===== src/rtl/cpu_ctrl_pkg.sv =====
`default_nettype none
// +----------------------------------------------------------------------------+
// | cpu_ctrl_pkg : opcodes, bus/ALU encodings and control word for the         |
// |                8-bit bus CPU microsequencer.  Rev 1.0                      |
// +----------------------------------------------------------------------------+
package cpu_ctrl_pkg;

  localparam logic [3:0] OP_NOP = 4'b0000;
  localparam logic [3:0] OP_LDA = 4'b0001;
  localparam logic [3:0] OP_ADD = 4'b0010;
  localparam logic [3:0] OP_SUB = 4'b0011;
  localparam logic [3:0] OP_STA = 4'b0100;
  localparam logic [3:0] OP_LDI = 4'b0101;
  localparam logic [3:0] OP_JMP = 4'b0110;
  localparam logic [3:0] OP_JC  = 4'b0111;
  localparam logic [3:0] OP_JZ  = 4'b1000;
  localparam logic [3:0] OP_SLL = 4'b1001;
  localparam logic [3:0] OP_SRL = 4'b1010;
  localparam logic [3:0] OP_OUT = 4'b1110;
  localparam logic [3:0] OP_HLT = 4'b1111;

  typedef enum logic [3:0] {
    BUS_NONE = 4'd0,
    BUS_PC   = 4'd1,
    BUS_A    = 4'd2,
    BUS_ALU  = 4'd3,
    BUS_B    = 4'd4,
    BUS_MEM  = 4'd5,
    BUS_IR   = 4'd6
  } bus_sel_e;

  typedef enum logic [1:0] {
    ALU_ADD = 2'b00,
    ALU_SUB = 2'b01,
    ALU_SLL = 2'b10,
    ALU_SRL = 2'b11
  } alu_op_e;

  typedef struct packed {
    logic     memory_in;
    logic     ram_in;
    logic     instruction_in;
    logic     reg_a_in;
    logic     reg_b_in;
    logic     out_in;
    logic     advance_pc;
    logic     pc_in;
    logic     flags_in;
    alu_op_e  alu_op;
    bus_sel_e bus_sel;
  } ctrl_word_t;

  localparam ctrl_word_t CTRL_IDLE = '0;

endpackage
`default_nettype wire


===== src/rtl/microseq_control_if.sv =====
`default_nettype none
// +----------------------------------------------------------------------------+
// | microseq_control_if : datapath-facing signals of the microsequencer.       |
// |                       Rev 1.0                                              |
// +----------------------------------------------------------------------------+
interface microseq_control_if #(
  parameter int OPCODE_W  = 4,
  parameter int STEP_W    = 3,
  parameter int BUS_SEL_W = 4,
  parameter int ALU_OP_W  = 2
);
  logic [OPCODE_W-1:0]  instruction;
  logic                 carry_flag;
  logic                 zero_flag;
  logic                 mem_ready;
  logic                 hlt;
  logic                 memory_in;
  logic                 ram_in;
  logic                 instruction_in;
  logic                 reg_a_in;
  logic                 reg_b_in;
  logic [ALU_OP_W-1:0]  alu_op;
  logic                 out_in;
  logic                 advance_pc;
  logic                 pc_in;
  logic                 flags_in;
  logic [BUS_SEL_W-1:0] bus_selector;
  logic [STEP_W-1:0]    step;
  logic                 illegal_op;

  modport slave (
    input  instruction, carry_flag, zero_flag, mem_ready,
    output hlt, memory_in, ram_in, instruction_in, reg_a_in, reg_b_in, alu_op,
           out_in, advance_pc, pc_in, flags_in, bus_selector, step, illegal_op
  );

  modport master (
    output instruction, carry_flag, zero_flag, mem_ready,
    input  hlt, memory_in, ram_in, instruction_in, reg_a_in, reg_b_in, alu_op,
           out_in, advance_pc, pc_in, flags_in, bus_selector, step, illegal_op
  );
endinterface
`default_nettype wire


===== src/rtl/microcode_rom.sv =====
`default_nettype none
// +----------------------------------------------------------------------------+
// | microcode_rom : (opcode, step, flags) -> control word, end-of-sequence,    |
// |                 halt and illegal indications.  Rev 1.0                     |
// +----------------------------------------------------------------------------+
module microcode_rom
  import cpu_ctrl_pkg::*;
#(
  parameter int OPCODE_W = 4,
  parameter int STEP_W   = 3
) (
  input  logic [OPCODE_W-1:0] opcode,
  input  logic [STEP_W-1:0]   step,
  input  logic                carry_flag,
  input  logic                zero_flag,
  output ctrl_word_t          word,
  output logic                last,
  output logic                halt,
  output logic                illegal
);

  logic       w_hi_nz;
  logic [3:0] w_op;
  logic       w_s2, w_s3, w_s4;

  generate
    if (OPCODE_W > 4) begin : g_wide_op
      assign w_hi_nz = |opcode[OPCODE_W-1:4];
    end else begin : g_narrow_op
      assign w_hi_nz = 1'b0;
    end
  endgenerate

  assign w_op = opcode[3:0];
  assign w_s2 = (step == STEP_W'(2));
  assign w_s3 = (step == STEP_W'(3));
  assign w_s4 = (step == STEP_W'(4));

  // Steps past the end of any sequence decode to an idle word flagged as last.
  always_comb begin
    word    = CTRL_IDLE;
    last    = 1'b1;
    halt    = 1'b0;
    illegal = 1'b0;
    if (step == STEP_W'(0)) begin
      word.bus_sel   = BUS_PC;
      word.memory_in = 1'b1;
      last           = 1'b0;
    end else if (step == STEP_W'(1)) begin
      word.bus_sel        = BUS_MEM;
      word.instruction_in = 1'b1;
      word.advance_pc     = 1'b1;
      last                = 1'b0;
    end else if (w_hi_nz) begin
      illegal = w_s2;
    end else begin
      case (w_op)
        OP_NOP: ;
        OP_LDA, OP_STA: begin
          if (w_s2) begin
            word.bus_sel   = BUS_IR;
            word.memory_in = 1'b1;
            last           = 1'b0;
          end else if (w_s3) begin
            if (w_op == OP_LDA) begin
              word.bus_sel  = BUS_MEM;
              word.reg_a_in = 1'b1;
            end else begin
              word.bus_sel = BUS_A;
              word.ram_in  = 1'b1;
            end
          end
        end
        OP_ADD, OP_SUB: begin
          if (w_s2) begin
            word.bus_sel   = BUS_IR;
            word.memory_in = 1'b1;
            last           = 1'b0;
          end else if (w_s3) begin
            word.bus_sel  = BUS_MEM;
            word.reg_b_in = 1'b1;
            last          = 1'b0;
          end else if (w_s4) begin
            word.bus_sel  = BUS_ALU;
            word.reg_a_in = 1'b1;
            word.flags_in = 1'b1;
            word.alu_op   = (w_op == OP_SUB) ? ALU_SUB : ALU_ADD;
          end
        end
        OP_LDI: begin
          if (w_s2) begin
            word.bus_sel  = BUS_IR;
            word.reg_a_in = 1'b1;
          end
        end
        OP_JMP, OP_JC, OP_JZ: begin
          // Conditional jumps not taken produce an entirely empty step.
          if (w_s2 && ((w_op == OP_JMP) || (w_op == OP_JC && carry_flag) ||
                       (w_op == OP_JZ && zero_flag))) begin
            word.bus_sel = BUS_IR;
            word.pc_in   = 1'b1;
          end
        end
        OP_SLL, OP_SRL: begin
          if (w_s2) begin
            word.bus_sel  = BUS_ALU;
            word.reg_a_in = 1'b1;
            word.flags_in = 1'b1;
            word.alu_op   = (w_op == OP_SRL) ? ALU_SRL : ALU_SLL;
          end
        end
        OP_OUT: begin
          if (w_s2) begin
            word.bus_sel = BUS_A;
            word.out_in  = 1'b1;
          end
        end
        OP_HLT: halt = w_s2;
        default: illegal = w_s2;
      endcase
    end
  end

endmodule
`default_nettype wire


===== src/rtl/microseq_control.sv =====
`default_nettype none
// +----------------------------------------------------------------------------+
// | microseq_control : step counter, halt latch, wait-state stall and output   |
// |                    register around the microcode ROM.  Rev 1.0             |
// +----------------------------------------------------------------------------+
module microseq_control
  import cpu_ctrl_pkg::*;
#(
  parameter int OPCODE_W  = 4,
  parameter int STEP_W    = 3,
  parameter int MAX_STEPS = 6,
  parameter int BUS_SEL_W = 4,
  parameter int ALU_OP_W  = 2
) (
  input  logic                clock,
  input  logic                bReset,
  microseq_control_if.slave   bus
);

  ctrl_word_t        r_word;
  logic [STEP_W-1:0] r_step;
  logic              r_last;
  logic              r_halted;
  logic              r_illegal;

  logic [STEP_W-1:0] w_next_step;
  logic              w_stall;
  logic              w_guard;
  ctrl_word_t        w_rom_word;
  logic              w_rom_last;
  logic              w_rom_halt;
  logic              w_rom_illegal;

  // r_last also marks "restart at fetch" after reset, halt-exit and overrun.
  assign w_next_step = r_last ? '0 : r_step + STEP_W'(1);
  assign w_stall     = (r_word.bus_sel == BUS_MEM) && !bus.mem_ready;
  assign w_guard     = !r_last && ((int'(r_step) + 1) >= MAX_STEPS);

  microcode_rom #(
    .OPCODE_W (OPCODE_W),
    .STEP_W   (STEP_W)
  ) u_rom (
    .opcode     (bus.instruction),
    .step       (w_next_step),
    .carry_flag (bus.carry_flag),
    .zero_flag  (bus.zero_flag),
    .word       (w_rom_word),
    .last       (w_rom_last),
    .halt       (w_rom_halt),
    .illegal    (w_rom_illegal)
  );

  always_ff @(negedge clock) begin
    if (!bReset) begin
      r_word    <= CTRL_IDLE;
      r_step    <= '0;
      r_last    <= 1'b1;
      r_halted  <= 1'b0;
      r_illegal <= 1'b0;
    end else if (r_halted) begin
      r_word    <= CTRL_IDLE;
      r_step    <= '0;
      r_illegal <= 1'b0;
    end else if (w_stall) begin
      r_illegal <= 1'b0;
    end else if (w_guard || w_rom_halt) begin
      r_word    <= CTRL_IDLE;
      r_step    <= '0;
      r_last    <= 1'b1;
      r_halted  <= w_rom_halt && !w_guard;
      r_illegal <= 1'b0;
    end else begin
      r_word    <= w_rom_word;
      r_step    <= w_next_step;
      r_last    <= w_rom_last;
      r_illegal <= w_rom_illegal;
    end
  end

  assign bus.hlt            = r_halted;
  assign bus.memory_in      = r_word.memory_in;
  assign bus.ram_in         = r_word.ram_in;
  assign bus.instruction_in = r_word.instruction_in;
  assign bus.reg_a_in       = r_word.reg_a_in;
  assign bus.reg_b_in       = r_word.reg_b_in;
  assign bus.alu_op         = ALU_OP_W'(r_word.alu_op);
  assign bus.out_in         = r_word.out_in;
  assign bus.advance_pc     = r_word.advance_pc;
  assign bus.pc_in          = r_word.pc_in;
  assign bus.flags_in       = r_word.flags_in;
  assign bus.bus_selector   = BUS_SEL_W'(r_word.bus_sel);
  assign bus.step           = r_step;
  assign bus.illegal_op     = r_illegal;

endmodule
`default_nettype wire


===== src/flat_wrapper.sv =====
// flat-port wrapper written by rule: the top's interface ports become plain ports
module microseq_control_flat import cpu_ctrl_pkg::*;
#(
  parameter int OPCODE_W  = 4,
  parameter int STEP_W    = 3,
  parameter int MAX_STEPS = 6,
  parameter int BUS_SEL_W = 4,
  parameter int ALU_OP_W  = 2
)
  (clock, bReset, bus_instruction, bus_carry_flag, bus_zero_flag, bus_mem_ready, bus_hlt, bus_memory_in, bus_ram_in, bus_instruction_in, bus_reg_a_in, bus_reg_b_in, bus_alu_op, bus_out_in, bus_advance_pc, bus_pc_in, bus_flags_in, bus_bus_selector, bus_step, bus_illegal_op);
  microseq_control_if #(.OPCODE_W(OPCODE_W), .STEP_W(STEP_W), .BUS_SEL_W(BUS_SEL_W), .ALU_OP_W(ALU_OP_W)) bus_i ();
  input  logic clock;
  input  logic bReset;
  input wire logic [$bits(bus_i.instruction)-1:0] bus_instruction;
  input wire logic [$bits(bus_i.carry_flag)-1:0] bus_carry_flag;
  input wire logic [$bits(bus_i.zero_flag)-1:0] bus_zero_flag;
  input wire logic [$bits(bus_i.mem_ready)-1:0] bus_mem_ready;
  output wire logic [$bits(bus_i.hlt)-1:0] bus_hlt;
  output wire logic [$bits(bus_i.memory_in)-1:0] bus_memory_in;
  output wire logic [$bits(bus_i.ram_in)-1:0] bus_ram_in;
  output wire logic [$bits(bus_i.instruction_in)-1:0] bus_instruction_in;
  output wire logic [$bits(bus_i.reg_a_in)-1:0] bus_reg_a_in;
  output wire logic [$bits(bus_i.reg_b_in)-1:0] bus_reg_b_in;
  output wire logic [$bits(bus_i.alu_op)-1:0] bus_alu_op;
  output wire logic [$bits(bus_i.out_in)-1:0] bus_out_in;
  output wire logic [$bits(bus_i.advance_pc)-1:0] bus_advance_pc;
  output wire logic [$bits(bus_i.pc_in)-1:0] bus_pc_in;
  output wire logic [$bits(bus_i.flags_in)-1:0] bus_flags_in;
  output wire logic [$bits(bus_i.bus_selector)-1:0] bus_bus_selector;
  output wire logic [$bits(bus_i.step)-1:0] bus_step;
  output wire logic [$bits(bus_i.illegal_op)-1:0] bus_illegal_op;
  assign bus_i.instruction = bus_instruction;
  assign bus_i.carry_flag = bus_carry_flag;
  assign bus_i.zero_flag = bus_zero_flag;
  assign bus_i.mem_ready = bus_mem_ready;
  assign bus_hlt = bus_i.hlt;
  assign bus_memory_in = bus_i.memory_in;
  assign bus_ram_in = bus_i.ram_in;
  assign bus_instruction_in = bus_i.instruction_in;
  assign bus_reg_a_in = bus_i.reg_a_in;
  assign bus_reg_b_in = bus_i.reg_b_in;
  assign bus_alu_op = bus_i.alu_op;
  assign bus_out_in = bus_i.out_in;
  assign bus_advance_pc = bus_i.advance_pc;
  assign bus_pc_in = bus_i.pc_in;
  assign bus_flags_in = bus_i.flags_in;
  assign bus_bus_selector = bus_i.bus_selector;
  assign bus_step = bus_i.step;
  assign bus_illegal_op = bus_i.illegal_op;
  microseq_control #(.OPCODE_W(OPCODE_W), .STEP_W(STEP_W), .MAX_STEPS(MAX_STEPS), .BUS_SEL_W(BUS_SEL_W), .ALU_OP_W(ALU_OP_W)) u_core (.clock(clock), .bReset(bReset), .bus(bus_i));
endmodule

===== config.mk =====
export PLATFORM = sky130hd
export DESIGN_NAME = microseq_control_flat
export DESIGN_NICKNAME = d
export VERILOG_FILES = /design/src/rtl/cpu_ctrl_pkg.sv /design/src/rtl/microseq_control_if.sv /design/src/rtl/microcode_rom.sv /design/src/rtl/microseq_control.sv /design/src/flat_wrapper.sv
export SDC_FILE = /design/constraint.sdc
export NUM_CORES = 1
export LEC_CHECK = 0
export ABC_AREA = 1
export CORE_MARGIN = 3
export CORE_UTILIZATION = 49
export CTS_CLUSTER_SIZE = 10
export DETAILED_ROUTE_END_ITERATION = 12
export PLACE_DENSITY = 0.78
export REMOVE_ABC_BUFFERS = 1
export SYNTH_ARGS = -nofsm -noshare
export SYNTH_HDL_FRONTEND = slang
export SYNTH_SLANG_ARGS = --single-unit

===== constraint.sdc =====
create_clock -name clock -period 1.9 [get_ports clock]
set_input_delay 0.19 -clock clock [delete_from_list [all_inputs] [get_ports clock]]
set_output_delay 0.19 -clock clock [all_outputs]
set_load 0.01 [all_outputs]

== After elaboration in Yosys (flattened, before gate mapping) ==
Index checks and enable logic that the tools add are counted.
Operators by class
  add/subtract/negate cells: 2
  multiply operators: 0
  divide/modulo/power cells: 0
  order comparisons: 1
  eq/ne operators: 17
  shift operators: 0
  mux-type cells: 58
  bitwise gates (word level): 3
  reduce and logical (&&, ||, !) cells: 23
Operators by type and width (count)
  $ge A32 B4 Y1 const B: 1
  $mux W1: 32
  $mux W4: 7
  $mux W3: 8
  $pmux W4 S6: 1
  $eq A4 B3 Y1 const B: 5
  $eq A4 B4 Y1 const B: 5
  $reduce_or A19 Y1: 1
  $mux W15: 1
  $mux W7: 2
  $mux W10: 1
  $eq A4 B2 Y1 const B: 2
  $reduce_or A2 Y1: 4
  $eq A3 B2 Y1 const B: 2
  $logic_and A1 B1 Y1: 6
  $mux W2: 3
  $pmux W3 S2: 1
  $reduce_or A3 Y1: 2
  $add A3 B1 Y4 const B: 1
  $eq A4 B1 Y1 const B: 1
  $logic_not A4 Y1: 1
  $reduce_or A4 Y1: 1
  $add A3 B1 Y3 const B: 1
  $eq A3 B1 Y1 const B: 1
  other kinds (8): 14
Word-level totals
  bits in registers: 21
  latch bits: 0
  memory bits (writable): 0
  ROM bits: 0
  input bits: 9
  output and inout port bits: 20
  memories: 0

== Longest topological paths before layout ==
Gate-level depths: netlist (run 1).
  depth in word-level cells: 10
  mapped depth: 11
  mapped depth without buffers: 11

== Hierarchy ==
From an unflattened synthesis (run 1), not the netlist that was laid out.
Unflattened totals
  cell total of the unflattened synthesis: 202
  area total of the unflattened synthesis: 1237.4 µm²
Modules (own cells, without submodules)
  microseq_control: times used 1, cells each 116, area each 848.3 µm²
  microcode_rom: times used 1, cells each 86, area each 389.1 µm²

==> implementation parameters, run 1 <==
Parameter                              Value

Run status
  Result of the run ... finished, violations left
  Violated checks ... negative setup slack

Worst setup path
  Critical Path End Type ... output port
  Critical Path Start Type ... flip-flop
  Crit path cell chain ... buf_6
  Cell with the largest stage delay on the worst path ... sky130_fd_sc_hd__dfxtp_2
  Worst Path Class, Setup ... flip-flop to output port
  Count of buffer and inverter cells on the critical path ... 1
  Flop-to-flop setup slack ... 110 ps
  Arrival time at the worst endpoint ... roughly 1800 ps
  Max Fanout on Critical Path ... 2
  Crit path max-delay family ... flip-flops
  Worst path max stage delay ... around 360 ps
  WP data required ... ~1700 ps

Finish
  Most frequent cells in the layout ... 43 x sky130_fd_sc_hd__nand2_1, 32 x sky130_fd_sc_hd__inv_1, 28 x sky130_fd_sc_hd__buf_4, 22 x sky130_fd_sc_hd__buf_6, 18 x sky130_fd_sc_hd__dfxtp_2
  Antenna diode count ... 0
  Finished Layout Cells ... 288
  Synthesis-to-finish area growth ... 58.4%
  Commonest non-fill, non-tap cell in the layout ... sky130_fd_sc_hd__nand2_1
  NumNets Final ... 272
  Layout cells sized above 1 ... 50.4%

Synthesis
  Post-Syn Instances ... 187
  Leading cell types by total area after synthesis ... sky130_fd_sc_hd__dfxtp_1 30%, sky130_fd_sc_hd__nand2_1 15%, sky130_fd_sc_hd__a21oi_1 5.1%
  Yosys warning total ... 0
  Mux cell area share after synthesis ... 0%
  Dominant combinational cell family by area after synthesis ... simple AND/OR/NAND/NOR gates
  Number of different library cells in the post-synthesis netlist ... 32
  Synth Register Bits ... 19
  Top-area cell type share of the netlist area ... around 30%
  Post-synth design cell area ... between 1000 and 1500 µm²
  Sequential element share of the synthesized area ... between 20% and 30%
  Post-Synth XOR/XNOR Area ... 0%
  Area fraction in and, or, nand and nor cells after synthesis ... a little under half
  Synthesized-area fraction occupied by adder cells ... 1.96%
  Average cell area after synthesis ... around 6.8 µm²
  Cell taking the most area after synthesis ... sky130_fd_sc_hd__dfxtp_1
  Compound-gate portion of the synthesized area ... between 10% and 20%

Floorplan
  Num rows ... 17
  Area of the die ... 3250 µm²
  I/O pin total ... 29
  Starting utilization of the core area ... between 50% and 60%
  Placeable core area ... 2340 µm²
  Die boundary height ... 57.0 µm
  Die span in x ... about 57 µm

Pwr
  Sw Pwr ... between 0.0004 and 0.0005 W
  Areal power density over the cells ... between 500 and 600 nW/µm²
  Part of the total power dissipated in combinational logic ... roughly a quarter
  Highest ir drop seen on vdd ... about 620 µV
  Cell internal power dissipation ... 0.000676 W
  Proportion of total power due to net switching ... roughly 39%
  Static leakage ... 1.01 nW
  Portion of total power attributed to sequential cells ... approximately two fifths
  Proportion of power drawn by the clock network ... a little over a third

Route
  Remaining antenna violation count ... 0
  Via density ... between 5 and 6
  Detailed router's first-iteration violation count ... 96
  DRC violations left ... 0
  Pre-Repair DR Iteration Count ... 5
  Via count ... about 1,600
  Routed Wire Length ... 4310 µm
  Routed wirelength normalized by instance count ... around 15 µm

Clock tree
  Number of clock sinks ... 19
  Count of hold buffers inserted by post-cts repair ... 0
  Clock latency on the worst-skew pair ... 390 ps
  Num CTS Buffers ... 3
  Clk buf depth ... 2
  Clock-pin transition on the worst setup and hold timing paths ... about 70 ps
  H-tree levels ... 1
  Library cell used as clock root buffer ... sky130_fd_sc_hd__clkbuf_4
  TritonCTS clock tree ... done

Place
  Number of buffer cells added on primary ports ... 27
  Detailed-placement wirelength estimate ... 2700 µm
  RePlAce Congestion ... about 0.9
  # placed instances ... about 260

Global routing
  Global-route wire length before repair ... between 6000 and 7000 µm
  Vias in the first global route ... between 1,500 and 2,000
  Global route overflow ... 0
  Tot GR Track Use ... approximately a quarter
  Number of antenna violations at the first check in global routing ... 0
  Largest net degree at the start of global routing ... 12

Min path
  Worst hold-check path type ... flip-flop to flip-flop

STA
  Final setup violation count ... 19
  Smallest hold slack ... 476 ps
  Count of final max-slew check failures ... 0
  Worst clock skew ... about 35 ps
  Slack of the critical path ... -104 ps
  Final hold violations ... 0
  Unrepaired setup endpoints after global routing ... yes

Flow run
  Max-cap violation count ... 0
-- stage by stage --
step | utilization [%] | TNS, ps | setup slack [ps] | total power [W] | instance area, µm²
2_1_floorplan | - | -2700 | -299 | 0.000626 | 1240
3_3_place_gp | 72.4 | -15190 | -766 | 0.000730 | 1690
3_5_place_dp | 72.4 | -15790 | -801 | 0.000734 | 1690
4_1_cts | 81.0 | -809 | -59.1 | 0.00106 | 1890
5_1_grt | 86.3 | -1520 | -105 | 0.00116 | 2020
6_report | 86.3 | -807 | -104 | 0.00110 | 2020
-- layout make-up --
| cell class | count | area (µm²) |
|---|---|---|
| Timing Repair Buffer | 57 | 513 |
| Sequential cell | 19 | 403 |
| Multi-Input combinational cell | 142 | 892 |
| Clock inverter | 20 | 75.1 |
| Fill cell | 135 | 320 |
| Tap cell | 28 | 35.0 |
| Clock buffer | 3 | 22.5 |
| Inverter | 19 | 78.8 |
-- power groups by stage --
stage | Sequential, W | Combinational, W | Clock (W)
2_1_floorplan | 0.000447 | 0.000114 | 0.0000645
3_3_place_gp | 0.000436 | 0.000230 | 0.0000645
3_5_place_dp | 0.000436 | 0.000234 | 0.0000645
4_1_cts | 0.000436 | 0.000253 | 0.000374
5_1_grt | 0.000439 | 0.000302 | 0.000423
6_report | 0.000437 | 0.000282 | 0.000384
-- what timing repair did --
| action | 4_1_cts | 5_1_grt |
|---|---|---|
| endpoints found under the setup margin | 38 | 35 |
| buffers inserted | 5 | 5 |
| cloned | 0 | 0 |
| pin swaps | 11 | 9 |
| gates resized for setup | 150 | 26 |
-- cells by family after synthesis --
logic type | after synthesis
DFF | 19
buffers and inverters | 26
other | 1
AOI/OAI and AO/OA | 29
adders and majority gates | 2
and+or+nand+nor | 110
-- synthesized netlist by cell type, drive strengths merged --
library cell  instances
nand2                57
nor2                 24
inv                  20
dfxtp                19
nand3                15
a21oi                14
o21ai                12
buf                   6
nand4                 6
nor3                  6
ha                    2
a31oi                 1
and3                  1
conb                  1
o21a                  1
o22ai                 1
or2                   1
-- metal layers --
metal / wire length [µm] / up-vias / GRT usage (%)
met5: 0 / - / 0
met4: 96 / 0 / 8.94
met3: 275 / 16 / 7.69
met2: 2260 / 83 / 44.0
met1: 1680 / 738 / 27.7
li1: - / 755 / -
-- worst paths after layout --
| check | startpoint | endpoint | depth (start not counted) |
|---|---|---|---|
| hold reg to reg | u_core.bus.memory_in | u_core.bus.memory_in | 2 |
| hold / removal | u_core.bus.memory_in | u_core.bus.memory_in | 2 |
| setup / recovery | u_core.bus.bus_selector[0] | bus_bus_selector[0] | 1 |
| setup reg to reg | u_core.bus.step[0] | u_core.bus.step[2] | 11 |
No activity file was read; power rests on OpenSTA's default activity.
==> run 2, diff against run 1 <==
--- a/config.mk
+++ b/config.mk
@@ -6,7 +6,7 @@
 export NUM_CORES = 1
 export LEC_CHECK = 0
 export ABC_AREA = 1
-export CORE_MARGIN = 3
+export CORE_MARGIN = 2
 export CORE_UTILIZATION = 49
 export CTS_CLUSTER_SIZE = 10
 export DETAILED_ROUTE_END_ITERATION = 12
==> run 2 against run 1 <==
Net effect:
- the run still ends with negative setup slack left
- setup slack gained 13 ps
- sequential power is essentially flat
- power grew 14%
- utilization shrank 3.5 points
- register-to-register slack lost 70 ps
- largest power group is now clock
- clock skew shrank 1.1 ps
- worst hold slack gained 23 ps
- via count grew 4.2%
- cell area grew 1.5%
==> implementation parameters, run 2 (synthesized netlist as in run 1, its figures left out) <==
Parameter                              Value

Route
  Pre-Repair DR Iteration Count ... 5 (unchanged)
  Routed Wire Length ... 4380 µm (+1.6%)
  Routed wirelength normalized by instance count ... 15.0 µm (+0.23%)
  Via density ... 5.68 (+2.8%)
  Detailed router's first-iteration violation count ... 100 (+4.2%)
  DRC violations left ... 0 (unchanged)
  Via count ... 1,659 (+4.2%)
  Remaining antenna violation count ... 0 (unchanged)

STA
  Count of final max-slew check failures ... 0 (unchanged)
  Worst clock skew ... 34.0 ps (-1.06 ps)
  Unrepaired setup endpoints after global routing ... yes
  Smallest hold slack ... 500 ps (+23.1 ps)
  Final hold violations ... 0 (unchanged)
  Slack of the critical path ... -90.3 ps (+13.3 ps)
  Sum Neg Setup Slack ... -1210 ps (-404 ps)
  Final setup violation count ... 20 (+1)

Floorplan
  Die boundary height ... 55.0 µm (-3.5%)
  Area of the die ... 3030 µm² (-6.9%)
  Die span in x ... 55.0 µm (-3.5%)
  Placeable core area ... 2480 µm² (+5.9%)
  Starting utilization of the core area ... 51.5% (-3.0 points)
  Num rows ... 18 (+1)
  I/O pin total ... 29 (unchanged)

Finish
  Synthesis-to-finish area growth ... 60.8%
  Layout cells sized above 1 ... 50.0% (-0.38 points)
  NumNets Final ... 274 (+0.74%)
  Fill cell count ... 141 (+4.4%)
  Utilization after layout ... 82.8% (-3.5 points)
  Most frequent cells in the layout ... 45 x sky130_fd_sc_hd__nand2_1, 31 x sky130_fd_sc_hd__inv_1, 30 x sky130_fd_sc_hd__buf_4, 23 x sky130_fd_sc_hd__buf_6, 18 x sky130_fd_sc_hd__dfxtp_2
  Commonest non-fill, non-tap cell in the layout ... sky130_fd_sc_hd__nand2_1
  Antenna diode count ... 0 (unchanged)
  Finished Layout Cells ... 292 (+1.4%)

Clock tree
  Num CTS Buffers ... 3 (unchanged)
  Number of clock sinks ... 19 (unchanged)
  Clock-pin transition on the worst setup and hold timing paths ... 60 ps (about the same)
  TritonCTS clock tree ... done
  Clk buf depth ... 2 (unchanged)
  H-tree levels ... 1 (unchanged)
  Library cell used as clock root buffer ... sky130_fd_sc_hd__clkbuf_4
  Clock latency on the worst-skew pair ... 410 ps (+20 ps)
  Count of hold buffers inserted by post-cts repair ... 0 (unchanged)

Global routing
  Number of antenna violations at the first check in global routing ... 0 (unchanged)
  Global-route wire length before repair ... 6440 µm (-0.85%)
  Global route overflow ... 0 (unchanged)
  Largest net degree at the start of global routing ... 12 (unchanged)
  Vias in the first global route ... 1,484 (-2.2%)
  Tot GR Track Use ... 29.3% (+4.6 points)

Min path
  Beginning of the worst hold path ... u_core.bus.memory_in
  Hold Path Sink ... u_core.bus.memory_in
  Hold Path Cell Cnt ... 2 (unchanged)
  Worst hold-check path type ... flip-flop to flip-flop

Worst setup path
  Worst Path Class, Setup ... flip-flop to output port
  Arrival time at the worst endpoint ... 1800 ps (about the same)
  Critical Path Start Type ... flip-flop
  Critical Path End Type ... output port
  Crit path max-delay family ... flip-flops
  Count of buffer and inverter cells on the critical path ... 1 (unchanged)
  Max Fanout on Critical Path ... 2 (unchanged)
  Crit Reg-Reg Endpoint ... u_core.bus.hlt
  Crit path cell chain ... buf_6
  Number of cell instances on the worst register-to-register path ... 11 (unchanged)
  WP data required ... 1710 ps (about the same)
  Flop-to-flop setup slack ... 40 ps (-70 ps)
  Crit Reg-Reg Startpoint ... u_core.bus.step[0]
  Worst path max stage delay ... 330 ps (-30 ps)
  Cell with the largest stage delay on the worst path ... sky130_fd_sc_hd__dfxtp_2

Pwr
  Highest ir drop seen on vdd ... 613 µV (-1.1%)
  Areal power density over the cells ... 614 nW/µm² (+12%)
  Static leakage ... 1.02 nW (+0.89%)

Run status
  Violated checks ... negative setup slack
  Result of the run ... finished, violations left

Flow run
  Max-cap violation count ... 0 (unchanged)

Place
  Worst setup slack after placement ... -775 ps (+25.7 ps)
  Detailed-placement wirelength estimate ... 2780 µm (+3.0%)
  Number of buffer cells added on primary ports ... 27 (unchanged)
  RePlAce Congestion ... 0.953 (+4.9%)
  # placed instances ... 263 (+2.7%)
[run 2: timing repair]
action / in CTS / in global routing
cloned: 0 / 0
resized for setup: 151 / 21
hold endpoints to repair: 0 / 0
buffers inserted: 4 / 4
pin swaps: 17 / 17
setup endpoints to repair: 38 / 35
[run 2: metal layers]
metal | wire, µm | vias up | GRT usage (%)
met5 | 0 | - | 0
met4 | 210 | 0 | 13.8
met3 | 357 | 36 | 7.80
met2 | 2190 | 115 | 52.4
met1 | 1620 | 752 | 32.0
li1 | - | 756 | -
[run 2: area by class of cell]
cell class | instances | area (µm²) | share of cell area [%]
Clock inverter | 20 | 101 | 4.94
Sequential cell | 19 | 403 | 19.6
Inverter | 19 | 80.1 | 3.90
Timing Repair Buffer | 59 | 537 | 26.2
Multi-Input combinational cell | 142 | 870 | 42.4
Clock buffer | 3 | 22.5 | 1.10
Tap cell | 30 | 37.5 | 1.83
[run 2: how the worst max path moves through the flow]
stage | from | to | slack [ps] | cells after the start
after floorplan | bus_mem_ready | u_core.bus.alu_op[0] | -300 | 5
after global placement | bus_instruction[2] | u_core.bus.bus_selector[1] | -740 | 9
after detailed placement | bus_instruction[0] | u_core.bus.step[1] | -770 | 8
after CTS | u_core.bus.advance_pc | bus_advance_pc | -70 | 1
after global routing | u_core.bus.advance_pc | bus_advance_pc | -120 | 1
final | u_core.bus.hlt | bus_hlt | -90 | 1
[run 2: per-stage QoR]
step / area (µm²) / total power [W]
floorplan: 1240 / 0.000626
global placement: 1730 / 0.000735
detailed placement: 1730 / 0.000744
CTS: 1950 / 0.00122
global route: 2050 / 0.00131
finish: 2050 / 0.00126
[run 2: power by group]
part	switching, W	internal [W]
Sequential	0.0000172	0.000420
Combinational	0.000152	0.000130
Clock	0.000274	0.000265
==> RTL edit 1: new RTL, config.mk and constraints of run 1 <==
`BUS_SEL_W` is set to 4 in 3 places; all go to 3.
--- a/src/rtl/microseq_control_if.sv
+++ b/src/rtl/microseq_control_if.sv
@@ -7,5 +7,5 @@
   parameter int OPCODE_W  = 4,
   parameter int STEP_W    = 3,
-  parameter int BUS_SEL_W = 4,
+  parameter int BUS_SEL_W = 3,
   parameter int ALU_OP_W  = 2
 );
--- a/src/rtl/microseq_control.sv
+++ b/src/rtl/microseq_control.sv
@@ -10,5 +10,5 @@
   parameter int STEP_W    = 3,
   parameter int MAX_STEPS = 6,
-  parameter int BUS_SEL_W = 4,
+  parameter int BUS_SEL_W = 3,
   parameter int ALU_OP_W  = 2
 ) (
--- a/src/flat_wrapper.sv
+++ b/src/flat_wrapper.sv
@@ -5,5 +5,5 @@
   parameter int STEP_W    = 3,
   parameter int MAX_STEPS = 6,
-  parameter int BUS_SEL_W = 4,
+  parameter int BUS_SEL_W = 3,
   parameter int ALU_OP_W  = 2
 )
Interface: changed (resized bus_bus_selector); port bits go from 29 to 28. The function was not compared with the original's and may differ.
==> RTL edit 1 against run 1 <==
The run still ends with setup timing left; routed wire length up 32%; die area is 0.79% lower; non-clock buffer count up 6; design area up 5.9%; first-iteration DRC count up 120%; synthesized area fell by 0.88%; final cell count grew 1.7%; sequential cell count unchanged; power increased by 7.8%; setup slack worse by 0.074 ns; critical endpoint is now u_core.bus.bus_selector[1].
==> RTL edit 1: results (changes against run 1) <==
status:
  status: "finished, violations left"
  violations: "setup timing"
pwr:
  peakVddDrop_mv: 0.5316  # -14%
  power_switching_uw: 496.2  # +16%
setup_path:
  cp_top_family: "buffers and inverters"
  slowest_delay_ns: 0.22  # -0.14 ns
  cp_max_fo: 4  # +2
  cp_slowest_cell: "o21ai_2"
  reg2reg_depth: 12  # +1
layout:
  final_layout_size_suffix_gt1_share_pct: 53.58  # +3.2 points
  fin_nets: 277  # +1.8%
  fillCellCount: 93  # -31%
  seq_area_um2: 404.1  # +0.31%
  clk_share_pct: 4.564  # -0.27 points
  buf_share_pct: 27.44  # +2.0 points
clock_network:
  post-cts-setup-buffers: 4  # -1
sta:
  finalSetupViolCount: 31  # +12
  worst_slack_ns: -0.1774  # -0.07376 ns
  final.setup.tns_ns: -2.037  # -1.230 ns
  fin_skew_ns: 0.03288  # -0.002131 ns
placement:
  dp_hpwl_mm: 2.773  # +2.6%
  place_area_mm2: 0.001719  # +1.6%
synthesis:
  synthTopCellsByArea: "dfxtp_1, nand2_1, a21oi_1"
  yosysUniqueCellTypes: 31  # -3.1%
global_route:
  grt_pass1_wl_mm: 6.948  # +7.0%
  grt_max_degree: 14  # +2
[RTL edit 1: metrics by stage]
| stage | cells | total power (µW) |
|---|---|---|
| 6_report | 293 | 1189 |
| 5_1_grt | 293 | 1233 |
| 3_3_place_gp | 259 | 733.4 |
| 3_5_place_dp | 259 | 740.2 |
| 2_1_floorplan | 180 | 624.8 |
| 4_1_cts | 285 | 1066 |
[RTL edit 1: power by group through the flow]
| stage | registers, µW | clock network (µW) | logic, µW |
|---|---|---|---|
| finish | 438 | 425 | 326 |
| global placement | 436 | 64.5 | 233 |
| floorplan | 447 | 64.5 | 113 |
| global route | 438 | 456 | 339 |
| CTS | 437 | 379 | 251 |
| detailed placement | 437 | 64.5 | 239 |
[RTL edit 1: worst reg2reg max path, stage by stage (launching register included)]
cell	delay, ns
dfxtp_2	0.33
buf_4	0.15
inv_1	0.09
ha_4	0.22
inv_2	0.09
nand2_1	0.12
nor2_4	0.16
nand4_1	0.18
nand2_1	0.14
inv_1	0.07
nand3_1	0.08
nand2_1	0.08
a21oi_1	0.14
[RTL edit 1: routing by layer]
| metal | share of wire, % | vias up | wire length [µm] | global-route usage [%] |
|---|---|---|---|---|
| met1 | 36 | 797 | 2062 | 30.82 |
| li1 | - | 767 | - | - |
| met2 | 44 | 202 | 2524 | 46.53 |
| met4 | 6.8 | 0 | 388 | 10.26 |
| met5 | 0 | - | 0 | 0 |
| met3 | 13 | 54 | 722 | 8.276 |
[RTL edit 1: final timing paths]
path / slack (ns) / from / end
worst max-delay path: -0.18 / bus_instruction[1] / u_core.bus.bus_selector[1]
worst min-delay path: 0.49 / u_core.bus.reg_b_in / u_core.bus.reg_b_in
worst max register to register: -0.06 / u_core.bus.step[1] / u_core.bus.bus_selector[0]
worst min register to register: 0.49 / u_core.bus.reg_b_in / u_core.bus.reg_b_in
==> RTL edit 2: new RTL, settings of run 1 <==
Without the edit above. Reset style: asynchronous (`bReset`), changed in one clocked block.
--- a/src/rtl/microseq_control.sv
+++ b/src/rtl/microseq_control.sv
@@ -51,5 +51,5 @@
   );
 
-  always_ff @(negedge clock) begin
+  always_ff @(negedge clock or negedge bReset) begin
     if (!bReset) begin
       r_word    <= CTRL_IDLE;
Behaviour: differs if bReset is asserted again (counterexample within 4 cycles, from zero or initial values and one cycle with bReset low); with bReset held inactive, the same outputs for 10 cycles.
==> RTL edit 2 against run 1 <==
Synthesized area shrank 1.1%; sequential cell count did not move; design area is 11% lower; setup slack got worse by 0.018 ns; register-to-register slack got worse by 0.02 ns; non-clock buffer count is the same; synthesized cell count is 1.6% lower; the run still ends with setup timing left; routed wire length is 10% lower.
Power is not compared: it rests on default switching activity, and its combinational part moved more than twofold at a synthesized area within 25%.
==> RTL edit 2: results (changes against run 1) <==
synthesis:
  yosys-top-cells-count: "nand2_1, nor2_1, dfrtn_1"
  synthMuxAreaShare_pct: 0  # unchanged
  synth_area_per_cell_um2: 6.854  # +0.53%
  yosysUniqueCellTypes: 29  # -9.4%
  synth_ff_type: "dfrtn_1"
  async_reset_ff_share_pct: 100.0  # +100 points
  synth_compound_area_share_pct: 7.242  # -5.1 points
  synth_fa_ha_area_share_pct: 1.984  # +0.021 points
  ys_seq_area_share_pct: 37.80  # +8.0 points
  synthTopCellsByArea: "dfrtn_1, nand2_1, nor2_1"
clock_network:
  cts_buffers: 3  # unchanged
  clock_path_buffers: 2  # unchanged
hold_path:
  whs_endpoint: "u_core.bus.reg_b_in"
  min_from: "u_core.bus.reg_b_in"
route:
  num_vias: 1425  # -10%
  drtIter0Drc: 92  # -4.2%
  wl_mm: 3.859  # -10%
  drt-pass1-iter-count: 6  # +1
  viasPerCell: 5.317  # -3.8%
setup_path:
  cp_slowest_cell: "dfrtn_1"
  worstReg2RegStart: "u_core.bus.step[1]"
  cp_max_fo: 3  # +1
  reg2reg_depth: 13  # +2
  rr_endpoint: "u_core.bus.bus_selector[1]"
  slowest_delay_ns: 0.44  # +0.08 ns
  cp.arrival_ns: 1.83  # +0.02 ns
global_route:
  grt_pass1_vias: 1351  # -11%
  grt_usage_pct: 24.10  # -0.68 points
  grt_pass1_wl_mm: 6.127  # -5.6%
  grt_max_degree: 16  # +4
status:
  status: "finished, violations left"
  violations: "setup timing"
layout:
  final_layout_size_suffix_gt1_share_pct: 42.50  # -7.9 points
  fin_nets: 252  # -7.4%
placement:
  globalplace.congestion: 0.8677  # -4.5%
  place_area_mm2: 0.001704  # +0.67%
  dp_hpwl_mm: 2.667  # -1.3%
sta:
  finalSetupViolCount: 19  # unchanged
  fin_skew_ns: 0.05688  # +0.02186 ns
  finalMaxSlewViolations: 0  # unchanged
  worst_slack_ns: -0.1220  # -0.01830 ns
==> RTL edit 2: changes by cell type after synthesis, sizes merged, moves of 2 or more <==
cell   delta
nand2    +15
o21ai     -3
nand4     -4
nor2      +4
a21oi    -12
nor3      -3
dfxtp    -19
dfrtn    +18
nand3     +2
inv       -2
o31ai     +3
==> RTL edit 2: repair_timing <==
action	CTS	global route
gates resized for setup	115	26
endpoints found under the setup margin	38	37
setup buffers	4	3
pin swaps	13	13
endpoints found under the hold margin	0	0
gates cloned	1	0
==> RTL edit 2: power by group through the flow <==
stage,Clock [µW],Sequential [µW],Combinational [µW]
3_5_place_dp,6.59,599,1190
2_1_floorplan,6.59,661,655
4_1_cts,214,588,1190
6_report,214,594,1340
5_1_grt,239,610,1460
3_3_place_gp,6.59,590,1160
==> RTL edit 2: layout make-up <==
class / count / area [µm²]
Clock inverter: 2 / 7.507
Multi-Input combinational cell: 142 / 782.0
Tap cell: 28 / 35.03
Fill cell: 171 / 528.0
Clock buffer: 3 / 22.52
Timing Repair Buffer: 57 / 397.9
Inverter: 17 / 68.82
Sequential cell: 19 / 476.7
==> RTL edit 2: cells by family (layout without fill, tap and decap cells) <==
| logic type | after synthesis | in the layout |
|---|---|---|
| buffers and inverters | 24 | 79 |
| flip-flops | 19 | 19 |
| AND/OR/NAND/NOR | 123 | 124 |
| adder cells (fa/ha/maj) | 2 | 2 |
| AO/OA/AOI/OAI | 15 | 15 |
| other | 1 | 1 |
==> RTL edit 2: metal layers <==
| layer | global-route usage (%) | up-vias | part of all wire [%] |
|---|---|---|---|
| met3 | 5.057 | 10 | 7.8 |
| met4 | 5.960 | 0 | 1.3 |
| met2 | 44.72 | 65 | 51 |
| li1 | - | 692 | - |
| met1 | 27.80 | 658 | 40 |
| met5 | 0 | - | 0 |
==> RTL edit 2: worst max path at each step <==
stage                                            end                  start
final                             bus_instruction_in  u_core.bus.advance_pc
after global routing              bus_instruction_in  u_core.bus.advance_pc
after CTS                         bus_instruction_in  u_core.bus.advance_pc
after detailed placement  u_core.bus.bus_selector[1]     bus_instruction[1]
after global placement    u_core.bus.bus_selector[1]     bus_instruction[1]
after floorplan                   u_core.bus.step[1]          bus_mem_ready
==> RTL edit 2: metrics by stage <==
stage / setup slack, ns / utilization, % / TNS [ns]
after floorplan: -0.2674 / - / -2.805
after global placement: -0.7282 / 73.50 / -14.64
after detailed placement: -0.7660 / 73.50 / -15.44
after CTS: -0.1196 / 72.96 / -1.672
after global routing: -0.1645 / 77.23 / -2.403
final: -0.1220 / 77.23 / -1.606
